## src/rtl/hazard_stall_ctrl_if.sv

```systemverilog
// Pipeline-side hazard information and stall/flush controls for hazard_stall_ctrl.
// master = datapath (drives hazard info, receives controls); slave = controller.
interface hazard_stall_ctrl_if;
  logic [4:0] IFID_RS1addr_i;
  logic [4:0] IFID_RS2addr_i;
  logic       IFID_RS1use_i;
  logic       IFID_RS2use_i;
  logic       IDEX_MemRead_i;
  logic [4:0] IDEX_RDaddr_i;
  logic       Branch_taken_i;
  // dmem_req_i/dmem_ack_i: a MEM access completes in the cycle both are 1;
  // req without ack freezes the pipeline until ack arrives.
  logic       dmem_req_i;
  logic       dmem_ack_i;
  logic       PCWrite_o;
  logic       IFID_Stall_o;
  logic       IFID_Flush_o;
  logic       IDEX_Stall_o;
  logic       IDEX_Flush_o;
  logic       EXMEM_Stall_o;
  logic       MEMWB_Flush_o;

  modport master (
    output IFID_RS1addr_i, IFID_RS2addr_i, IFID_RS1use_i, IFID_RS2use_i,
           IDEX_MemRead_i, IDEX_RDaddr_i, Branch_taken_i, dmem_req_i, dmem_ack_i,
    input  PCWrite_o, IFID_Stall_o, IFID_Flush_o, IDEX_Stall_o, IDEX_Flush_o,
           EXMEM_Stall_o, MEMWB_Flush_o
  );

  modport slave (
    input  IFID_RS1addr_i, IFID_RS2addr_i, IFID_RS1use_i, IFID_RS2use_i,
           IDEX_MemRead_i, IDEX_RDaddr_i, Branch_taken_i, dmem_req_i, dmem_ack_i,
    output PCWrite_o, IFID_Stall_o, IFID_Flush_o, IDEX_Stall_o, IDEX_Flush_o,
           EXMEM_Stall_o, MEMWB_Flush_o
  );
endinterface

```

## src/rtl/hazard_stall_ctrl.sv

```systemverilog
// Stall/flush sequencer for the 5-stage pipeline: load-use, taken branch, dmem wait/timeout.
// Optional HAZARD_PERF_CNT_EN adds saturating stall/flush cycle counters.
module hazard_stall_ctrl #(
  parameter int MEM_TIMEOUT = 255,
  parameter int CNT_W       = 8
) (
  input  logic                clk_i,
  input  logic                rst_i,
  input  logic                start_i,
  hazard_stall_ctrl_if.slave  hz,
  output logic                err_o,
  output logic [1:0]          state_o
`ifdef HAZARD_PERF_CNT_EN
  ,
  output logic [31:0]         stall_cnt_o,
  output logic [31:0]         flush_cnt_o
`endif
);

  typedef enum logic [1:0] {
    ST_IDLE     = 2'd0,
    ST_RUN      = 2'd1,
    ST_MEM_WAIT = 2'd2,
    ST_ERROR    = 2'd3
  } state_e;

  state_e           state_q, state_d;
  logic [CNT_W-1:0] wait_cnt_q, wait_cnt_d;
  logic             err_q, err_d;

  logic load_use, mem_miss;
  logic pc_write, ifid_stall, ifid_flush, idex_stall, idex_flush, exmem_stall, memwb_flush;

  always_comb begin
    load_use = hz.IDEX_MemRead_i && (hz.IDEX_RDaddr_i != 5'd0) &&
               ((hz.IFID_RS1use_i && (hz.IFID_RS1addr_i == hz.IDEX_RDaddr_i)) ||
                (hz.IFID_RS2use_i && (hz.IFID_RS2addr_i == hz.IDEX_RDaddr_i)));
    mem_miss = hz.dmem_req_i && !hz.dmem_ack_i;
  end

  always_comb begin
    state_d     = state_q;
    wait_cnt_d  = wait_cnt_q;
    err_d       = err_q;
    pc_write    = 1'b0;
    ifid_stall  = 1'b0;
    ifid_flush  = 1'b0;
    idex_stall  = 1'b0;
    idex_flush  = 1'b0;
    exmem_stall = 1'b0;
    memwb_flush = 1'b0;
    case (state_q)
      ST_IDLE: begin
        ifid_stall = 1'b1;
        idex_flush = 1'b1;
        if (start_i) state_d = ST_RUN;
      end
      ST_RUN, ST_MEM_WAIT: begin
        if ((state_q == ST_RUN && mem_miss) || (state_q == ST_MEM_WAIT && !hz.dmem_ack_i)) begin
          ifid_stall  = 1'b1;
          idex_stall  = 1'b1;
          exmem_stall = 1'b1;
          memwb_flush = 1'b1;
          if (state_q == ST_RUN) begin
            state_d    = ST_MEM_WAIT;
            wait_cnt_d = CNT_W'(1);
          end else if (wait_cnt_q == CNT_W'(MEM_TIMEOUT)) begin
            state_d = ST_ERROR;
            err_d   = 1'b1;
          end else begin
            wait_cnt_d = wait_cnt_q + CNT_W'(1);
          end
        end else begin
          // Load-use outranks the branch: the branch operand is not ready yet.
          pc_write = 1'b1;
          if (load_use) begin
            pc_write   = 1'b0;
            ifid_stall = 1'b1;
            idex_flush = 1'b1;
          end else if (hz.Branch_taken_i) begin
            ifid_flush = 1'b1;
          end
          if (state_q == ST_MEM_WAIT) begin
            state_d    = ST_RUN;
            wait_cnt_d = '0;
          end
        end
      end
      default: begin
        ifid_stall  = 1'b1;
        idex_stall  = 1'b1;
        exmem_stall = 1'b1;
        memwb_flush = 1'b1;
      end
    endcase
  end

  always_ff @(posedge clk_i or negedge rst_i) begin
    if (!rst_i) begin
      state_q    <= ST_IDLE;
      wait_cnt_q <= '0;
      err_q      <= 1'b0;
    end else begin
      state_q    <= state_d;
      wait_cnt_q <= wait_cnt_d;
      err_q      <= err_d;
    end
  end

  assign hz.PCWrite_o     = pc_write;
  assign hz.IFID_Stall_o  = ifid_stall;
  assign hz.IFID_Flush_o  = ifid_flush;
  assign hz.IDEX_Stall_o  = idex_stall;
  assign hz.IDEX_Flush_o  = idex_flush;
  assign hz.EXMEM_Stall_o = exmem_stall;
  assign hz.MEMWB_Flush_o = memwb_flush;
  assign err_o            = err_q;
  assign state_o          = state_q;

`ifdef HAZARD_PERF_CNT_EN
  logic [31:0] stall_cnt_q, stall_cnt_d, flush_cnt_q, flush_cnt_d;

  always_comb begin
    stall_cnt_d = stall_cnt_q;
    flush_cnt_d = flush_cnt_q;
    if ((state_q == ST_RUN || state_q == ST_MEM_WAIT) && !pc_write && stall_cnt_q != 32'hFFFF_FFFF)
      stall_cnt_d = stall_cnt_q + 32'd1;
    if (state_q == ST_RUN && (ifid_flush || idex_flush) && flush_cnt_q != 32'hFFFF_FFFF)
      flush_cnt_d = flush_cnt_q + 32'd1;
  end

  always_ff @(posedge clk_i or negedge rst_i) begin
    if (!rst_i) begin
      stall_cnt_q <= '0;
      flush_cnt_q <= '0;
    end else begin
      stall_cnt_q <= stall_cnt_d;
      flush_cnt_q <= flush_cnt_d;
    end
  end

  assign stall_cnt_o = stall_cnt_q;
  assign flush_cnt_o = flush_cnt_q;
`endif

endmodule

```

## src/flat_wrapper.sv

```systemverilog
// flat-port wrapper written by rule: the top's interface ports become plain ports
module hazard_stall_ctrl_flat 
#(
  parameter int MEM_TIMEOUT = 255,
  parameter int CNT_W       = 8
)
  (clk_i, rst_i, start_i, err_o, state_o, hz_IFID_RS1addr_i, hz_IFID_RS2addr_i, hz_IFID_RS1use_i, hz_IFID_RS2use_i, hz_IDEX_MemRead_i, hz_IDEX_RDaddr_i, hz_Branch_taken_i, hz_dmem_req_i, hz_dmem_ack_i, hz_PCWrite_o, hz_IFID_Stall_o, hz_IFID_Flush_o, hz_IDEX_Stall_o, hz_IDEX_Flush_o, hz_EXMEM_Stall_o, hz_MEMWB_Flush_o);
  hazard_stall_ctrl_if hz_i ();
  input  logic clk_i;
  input  logic rst_i;
  input  logic start_i;
  output logic err_o;
  output logic [1:0] state_o;
  input wire logic [$bits(hz_i.IFID_RS1addr_i)-1:0] hz_IFID_RS1addr_i;
  input wire logic [$bits(hz_i.IFID_RS2addr_i)-1:0] hz_IFID_RS2addr_i;
  input wire logic [$bits(hz_i.IFID_RS1use_i)-1:0] hz_IFID_RS1use_i;
  input wire logic [$bits(hz_i.IFID_RS2use_i)-1:0] hz_IFID_RS2use_i;
  input wire logic [$bits(hz_i.IDEX_MemRead_i)-1:0] hz_IDEX_MemRead_i;
  input wire logic [$bits(hz_i.IDEX_RDaddr_i)-1:0] hz_IDEX_RDaddr_i;
  input wire logic [$bits(hz_i.Branch_taken_i)-1:0] hz_Branch_taken_i;
  input wire logic [$bits(hz_i.dmem_req_i)-1:0] hz_dmem_req_i;
  input wire logic [$bits(hz_i.dmem_ack_i)-1:0] hz_dmem_ack_i;
  output wire logic [$bits(hz_i.PCWrite_o)-1:0] hz_PCWrite_o;
  output wire logic [$bits(hz_i.IFID_Stall_o)-1:0] hz_IFID_Stall_o;
  output wire logic [$bits(hz_i.IFID_Flush_o)-1:0] hz_IFID_Flush_o;
  output wire logic [$bits(hz_i.IDEX_Stall_o)-1:0] hz_IDEX_Stall_o;
  output wire logic [$bits(hz_i.IDEX_Flush_o)-1:0] hz_IDEX_Flush_o;
  output wire logic [$bits(hz_i.EXMEM_Stall_o)-1:0] hz_EXMEM_Stall_o;
  output wire logic [$bits(hz_i.MEMWB_Flush_o)-1:0] hz_MEMWB_Flush_o;
  assign hz_i.IFID_RS1addr_i = hz_IFID_RS1addr_i;
  assign hz_i.IFID_RS2addr_i = hz_IFID_RS2addr_i;
  assign hz_i.IFID_RS1use_i = hz_IFID_RS1use_i;
  assign hz_i.IFID_RS2use_i = hz_IFID_RS2use_i;
  assign hz_i.IDEX_MemRead_i = hz_IDEX_MemRead_i;
  assign hz_i.IDEX_RDaddr_i = hz_IDEX_RDaddr_i;
  assign hz_i.Branch_taken_i = hz_Branch_taken_i;
  assign hz_i.dmem_req_i = hz_dmem_req_i;
  assign hz_i.dmem_ack_i = hz_dmem_ack_i;
  assign hz_PCWrite_o = hz_i.PCWrite_o;
  assign hz_IFID_Stall_o = hz_i.IFID_Stall_o;
  assign hz_IFID_Flush_o = hz_i.IFID_Flush_o;
  assign hz_IDEX_Stall_o = hz_i.IDEX_Stall_o;
  assign hz_IDEX_Flush_o = hz_i.IDEX_Flush_o;
  assign hz_EXMEM_Stall_o = hz_i.EXMEM_Stall_o;
  assign hz_MEMWB_Flush_o = hz_i.MEMWB_Flush_o;
  hazard_stall_ctrl #(.MEM_TIMEOUT(MEM_TIMEOUT), .CNT_W(CNT_W)) u_core (.clk_i(clk_i), .rst_i(rst_i), .start_i(start_i), .hz(hz_i), .err_o(err_o), .state_o(state_o));
endmodule
```

## config.mk

```make
export PLATFORM = sky130hd
export DESIGN_NAME = hazard_stall_ctrl_flat
export DESIGN_NICKNAME = d
export VERILOG_FILES = /design/src/rtl/hazard_stall_ctrl_if.sv /design/src/rtl/hazard_stall_ctrl.sv /design/src/flat_wrapper.sv
export SDC_FILE = /design/constraint.sdc
export NUM_CORES = 1
export LEC_CHECK = 0
export CAP_MARGIN = 15
export CORE_MARGIN = 2
export CORE_UTILIZATION = 44
export CTS_CLUSTER_DIAMETER = 200
export CTS_CLUSTER_SIZE = 30
export DETAILED_ROUTE_END_ITERATION = 8
export PLACE_DENSITY = 0.79
export SLEW_MARGIN = 20
export SYNTH_ARGS = -nofsm -noshare
export SYNTH_HDL_FRONTEND = slang
export SYNTH_SLANG_ARGS = --single-unit
```

## constraint.sdc

```tcl
create_clock -name clk_i -period 3.53 [get_ports clk_i]
set_clock_uncertainty 0.05 [all_clocks]
set_input_delay 0.706 -clock clk_i [delete_from_list [all_inputs] [get_ports clk_i]]
set_output_delay 0.706 -clock clk_i [all_outputs]
set_load 0.02 [all_outputs]
```

# == Yosys cells after proc, flatten, opt, wreduce, memory -nomap -nowiden ==
# Cells that the tools add are included.
# totals
regBits,11
input_bits,24
out_inout_bits,10
wordCells,56
# op_classes
add_sub_neg,1
eq_ne,9
mux,24
bitwise,1
reduce_logical,18
# ops
op,n
$mux W8,4
$mux W1,12
$eq A5 B5 Y1,2
$mux W2,5
$add A8 B1 Y8 const B,1
$eq A8 B8 Y1 const B,1
$reduce_and A4 Y1,2
$logic_and A1 B1 Y1,7
$reduce_bool A5 Y1,1
$ne A4 B3 Y1 const B,1
$pmux W1 S2,2
$pmux W2 S2,1
$reduce_bool A2 Y1,2
$ne A3 B1 Y1 const B,1
$ne A3 B2 Y1 const B,1
$reduce_and A3 Y1,1
$eq A2 B1 Y1 const B,1
$eq A2 B2 Y1 const B,1
$logic_not A2 Y1,1
$logic_or A1 B1 Y1,2
$ne A2 B2 Y1 const B,1
$reduce_or A2 Y1,1
$logic_not A1 Y1,1
$not A1 Y1,1

# == Logic depth before layout (Yosys ltp) ==
# depth
ltp_word,7
ltp_mapped,7
mapped_depth_nobuf,6

# == Worst setup path after synthesis ==
# Ideal clock, no wire load.
# synth_path
kind,reg2out
startpoint,"register u_core.state_q[0], in the netlist u_core.state_o[0]"
endpoint,output port hz_IDEX_Stall_o
arrival_time_ns,2.022
t_required_ns,2.774
path_slack_ns,0.752
stages_incl_launch_ff,6
path_buffers,2
cell_sequence,dfrtp_1 -> inv_1 -> ha_1 -> clkbuf_1 -> o21ai_0 -> buf_4
# synth_via
elab_chain_len,5
word_cells_on_any_way,9
classes_between,eq/ne (2); mux (2); reduce/logical (5)
# synth_rtl
item,line,text
"start, declared",hazard_stall_ctrl.sv:27,"state_e state_q, state_d;"
"start signal, assigned",hazard_stall_ctrl.sv:104,state_q <= state_d;
$eq A2 B1 Y1 / $eq A2 B2 Y1 (equally long branches),-,
$logic_and A1 B1 Y1,hazard_stall_ctrl.sv:59,if ((state_q == ST_RUN && mem_miss) || (state_q == ST_MEM_WAIT && !hz.dmem_ack_i)) begin
$logic_or A1 B1 Y1,hazard_stall_ctrl.sv:59,
$mux W1,-,
$pmux W1 S2 *,-,
"end, declared",flat_wrapper.sv:26,output wire logic [$bits(hz_i.IDEX_Stall_o)-1:0] hz_IDEX_Stall_o;
# Every way passes the cells marked *; elsewhere a longest branch is shown, timed or not.

# == Worst setup path in the final report ==
# layout_path
startpoint,input port hz_IDEX_RDaddr_i[4]
endpoint,output port hz_IFID_Stall_o
# layout_via
elab_chain_len,7
word_cells_on_any_way,11
classes_between,eq/ne (2); mux (3); reduce/logical (6)
# layout_rtl
item,line,text
"start, declared",flat_wrapper.sv:19,input wire logic [$bits(hz_i.IDEX_RDaddr_i)-1:0] hz_IDEX_RDaddr_i;
$eq A5 B5 Y1 (on tied branches),"hazard_stall_ctrl.sv:36, hazard_stall_ctrl.sv:37",
$logic_and A1 B1 Y1 (on tied branches),"hazard_stall_ctrl.sv:36, hazard_stall_ctrl.sv:37",
$logic_or A1 B1 Y1,hazard_stall_ctrl.sv:36,((hz.IFID_RS1use_i && (hz.IFID_RS1addr_i == hz.IDEX_RDaddr_i)) ||
$logic_and A1 B1 Y1 *,hazard_stall_ctrl.sv:35,load_use = hz.IDEX_MemRead_i && (hz.IDEX_RDaddr_i != 5'd0) &&
$mux W1 *,hazard_stall_ctrl.sv:76,if (load_use) begin
$mux W1 *,hazard_stall_ctrl.sv:59,
$mux W1 *,hazard_stall_ctrl.sv:52,case (state_q)
"end, declared",flat_wrapper.sv:24,output wire logic [$bits(hz_i.IFID_Stall_o)-1:0] hz_IFID_Stall_o;
# Marked as above.

==> results.sh <==
export IMPL_status="finished clean"
export IMPL_die_x_um=50.8
export IMPL_cts_hold_buffers=0
export IMPL_grt_overflow=0
export IMPL_grt_use_total_pct=21.2
export IMPL_dieArea_sq_um=2580
export IMPL_routabilityCongestion=0.865
export IMPL_setup_violations=0
export IMPL_cts_buffers_inserted=3
export IMPL_rsz0062_at_grt="no"
export IMPL_synthTopCellsByArea="dfrtp_1, xnor2_1, ha_1"
export IMPL_r2r_start="u_core.state_o[0]"
export IMPL_core_area_sq_um=2020
export IMPL_worst_setup_path_start_kind="input port"
export IMPL_antenna_found_initial=0
export IMPL_drtAntennaViolNets=0
export IMPL_area_growth_pct=41.6
export IMPL_arrival_ns=2.64
export IMPL_r2r_cells=6
export IMPL_power_leakage_nw=0.558
export IMPL_syn_cell_area_sq_um=963
export IMPL_dpl_worst_slack_ns=-0.0432
export IMPL_io_pins=34
export IMPL_io_buffers=33
export IMPL_synth_edff_count=0
export IMPL_finalWirelength_mm=2.36
export IMPL_nets=176
export IMPL_yosysSeqAreaShare_pct=28.6
export IMPL_grt_first_pass_wirelength_mm=4.15
export IMPL_syn_inst=107
export IMPL_n_antenna_cell=0
export IMPL_path_clk_slew_ns=0.07
export IMPL_synth_warnings=0
export IMPL_async_flop_share_pct=100
export IMPL_clock_sinks=11
export IMPL_r2r_end="u_core.wait_cnt_q[4]"
export IMPL_min_period_ns=3.40
export IMPL_cts_root_buffer="clkbuf_4"
export IMPL_maxSlewHeadroom_pct=66.0
export IMPL_path_class="in -> out"
export IMPL_ir_drop_mv=0.280
export IMPL_drtPass1Iterations=4
export IMPL_cp_startpoint="hz_IDEX_RDaddr_i[4]"
export IMPL_fin_tns_setup_ns=0
export IMPL_crit_path_end="hz_IFID_Stall_o"
export IMPL_tightest_slew_ns=0.509
export IMPL_dpl_hpwl_mm=1.91
export IMPL_viasPerCell=5.35
export IMPL_wl_per_cell_um=13.7
export IMPL_synth_seq_cells=11
export IMPL_r2r_slack_ns=1.25
export IMPL_insertion_delay_ns=0.27
export IMPL_via_count=920
export IMPL_row_count=16
export IMPL_critPathCaptureType="primary output"
export IMPL_h_tree_depth=1
export IMPL_drive_gt1_share_pct=12.4
export IMPL_yosysTopAreaCell="dfrtp_1"
export IMPL_grt_max_degree=14
export IMPL_yosysUniqueCellTypes=41
export IMPL_synthFlopType="dfrtp_1"
export IMPL_hold_class="reg -> reg"
export IMPL_setup_slack_ns=0.133
export IMPL_postSynthAreaPerCell_sq_um=9.00
export IMPL_period_share_pct=96.2
export IMPL_worst_path_max_fanout=4
export IMPL_die_h_um=50.8
export IMPL_synth_fp_nets=137
export IMPL_yosys_top_cells_count="dfrtp_1, nand2_1, xnor2_1"
export IMPL_power_density_nw_per_um2=194
export IMPL_cts_tree="done"
export IMPL_cp_data_required_time_ns=2.77
export IMPL_fmax_mhz=294
export IMPL_grt_pass1_vias=997
export IMPL_finalHoldViolCount=0
export IMPL_slew_violations=0
export IMPL_dr_first_iter_drc_count=32
export IMPL_synth_top_area_share_pct=28.6
export IMPL_clockBufferDepth=2
export IMPL_max_cap_violations=0
export IMPL_drc=0
export IMPL_start_util_pct=47.6
## worst min path at each step
stage / start / to / slack (ns) / cells past startpoint
floorplan: rst_i / u_core.err_o / 0.36 / 0
finish: u_core.err_o / u_core.err_o / 0.43 / 1
detailed placement: u_core.err_o / u_core.err_o / 0.41 / 1
global placement: u_core.err_o / u_core.err_o / 0.41 / 1
CTS: u_core.err_o / u_core.err_o / 0.43 / 1
global route: u_core.err_o / u_core.err_o / 0.44 / 1
## worst max-delay path, stage by stage
cell	delay, ns
clkdlybuf4s50_1	0.41
buf_4	0.15
xnor2_1	0.15
nand4_1	0.10
o22ai_1	0.35
a21o_1	0.17
clkdlybuf4s50_1	0.60
## cell usage in the layout, fill, tap and decap left out, types with 2 or more instances in the layout
cell type	n
a21oi_1	5
o21ai_0	4
buf_4	4
o31ai_1	7
nor2b_1	3
nand4_1	2
inv_1	6
clkdlybuf4s50_1	32
o2bb2ai_1	2
nor2_1	2
nand2_1	11
nand2b_1	2
dfrtp_1	11
a31o_2	2
and3_1	2
nor3_1	2
clkbuf_4	3
mux2i_1	2
nand3_1	3
ha_1	6
xnor2_1	11
## registers in the layout, summed over array words and instances, names as in the netlist
name / flops
u_core.state_o: 2
u_core.wait_cnt_q: 8
u_core.err_o: 1
## power breakdown
part / total (W) / leakage [nW] / switching, W / internal, W
Sequential: 0.000126 / 0.143 / 0 / 0.000126
Combinational: 0.0000509 / 0.400 / 0.0000164 / 0.0000345
Clock: 0.0000873 / 0.0150 / 0.0000435 / 0.0000438
## final cells by class
class | instances | area [sq um]
clock buffer | 4 | 26.3
fill | 172 | 658
inverter | 6 | 22.5
multi-input combinational | 87 | 647
sequential | 11 | 275
tap | 27 | 33.8
timing repair buffer | 37 | 359
## layer usage
layer / vias to the layer above / wire length [um] / track usage, % / share of wire (%)
met3: 2 / 104 / 5.95 / 4.4
met2: 24 / 1260 / 40.6 / 53
met4: 0 / 19 / 3.15 / 0.81
met5: - / 0 / 0 / 0
met1: 425 / 975 / 23.4 / 41
li1: 469 / - / - / -
## through the flow
step	hold WS (ns)	power (W)	utilization [%]	cell area, sq um	instances
4_1_cts	0.431	0.000266	67.5	1360	172
2_1_floorplan	0.360	0.000142	-	963	107
5_1_grt	0.442	0.000281	67.5	1360	172
3_3_place_gp	0.412	0.000178	66.2	1340	168
3_5_place_dp	0.411	0.000180	66.2	1340	168
6_report	0.427	0.000264	67.5	1360	172
## cells by family (layout without fill, tap and decap cells)
group | after synthesis | count (layout) | share of synthesized area, %
buffers and inverters | 9 | 47 | 4.28
xor gates and xnor gates | 11 | 11 | 10.0
DFF | 11 | 11 | 28.6
muxes | 3 | 3 | 3.25
and+or+nand+nor | 37 | 37 | 23.6
AOI/OAI and AO/OA | 30 | 30 | 22.5
adders and majority gates | 6 | 6 | 7.79
## repair_timing
item	CTS	global route
resized for setup	1	0
setup endpoints to repair	1	0
buffers inserted	0	0
Note: power is estimated with default switching activity, not from simulation.
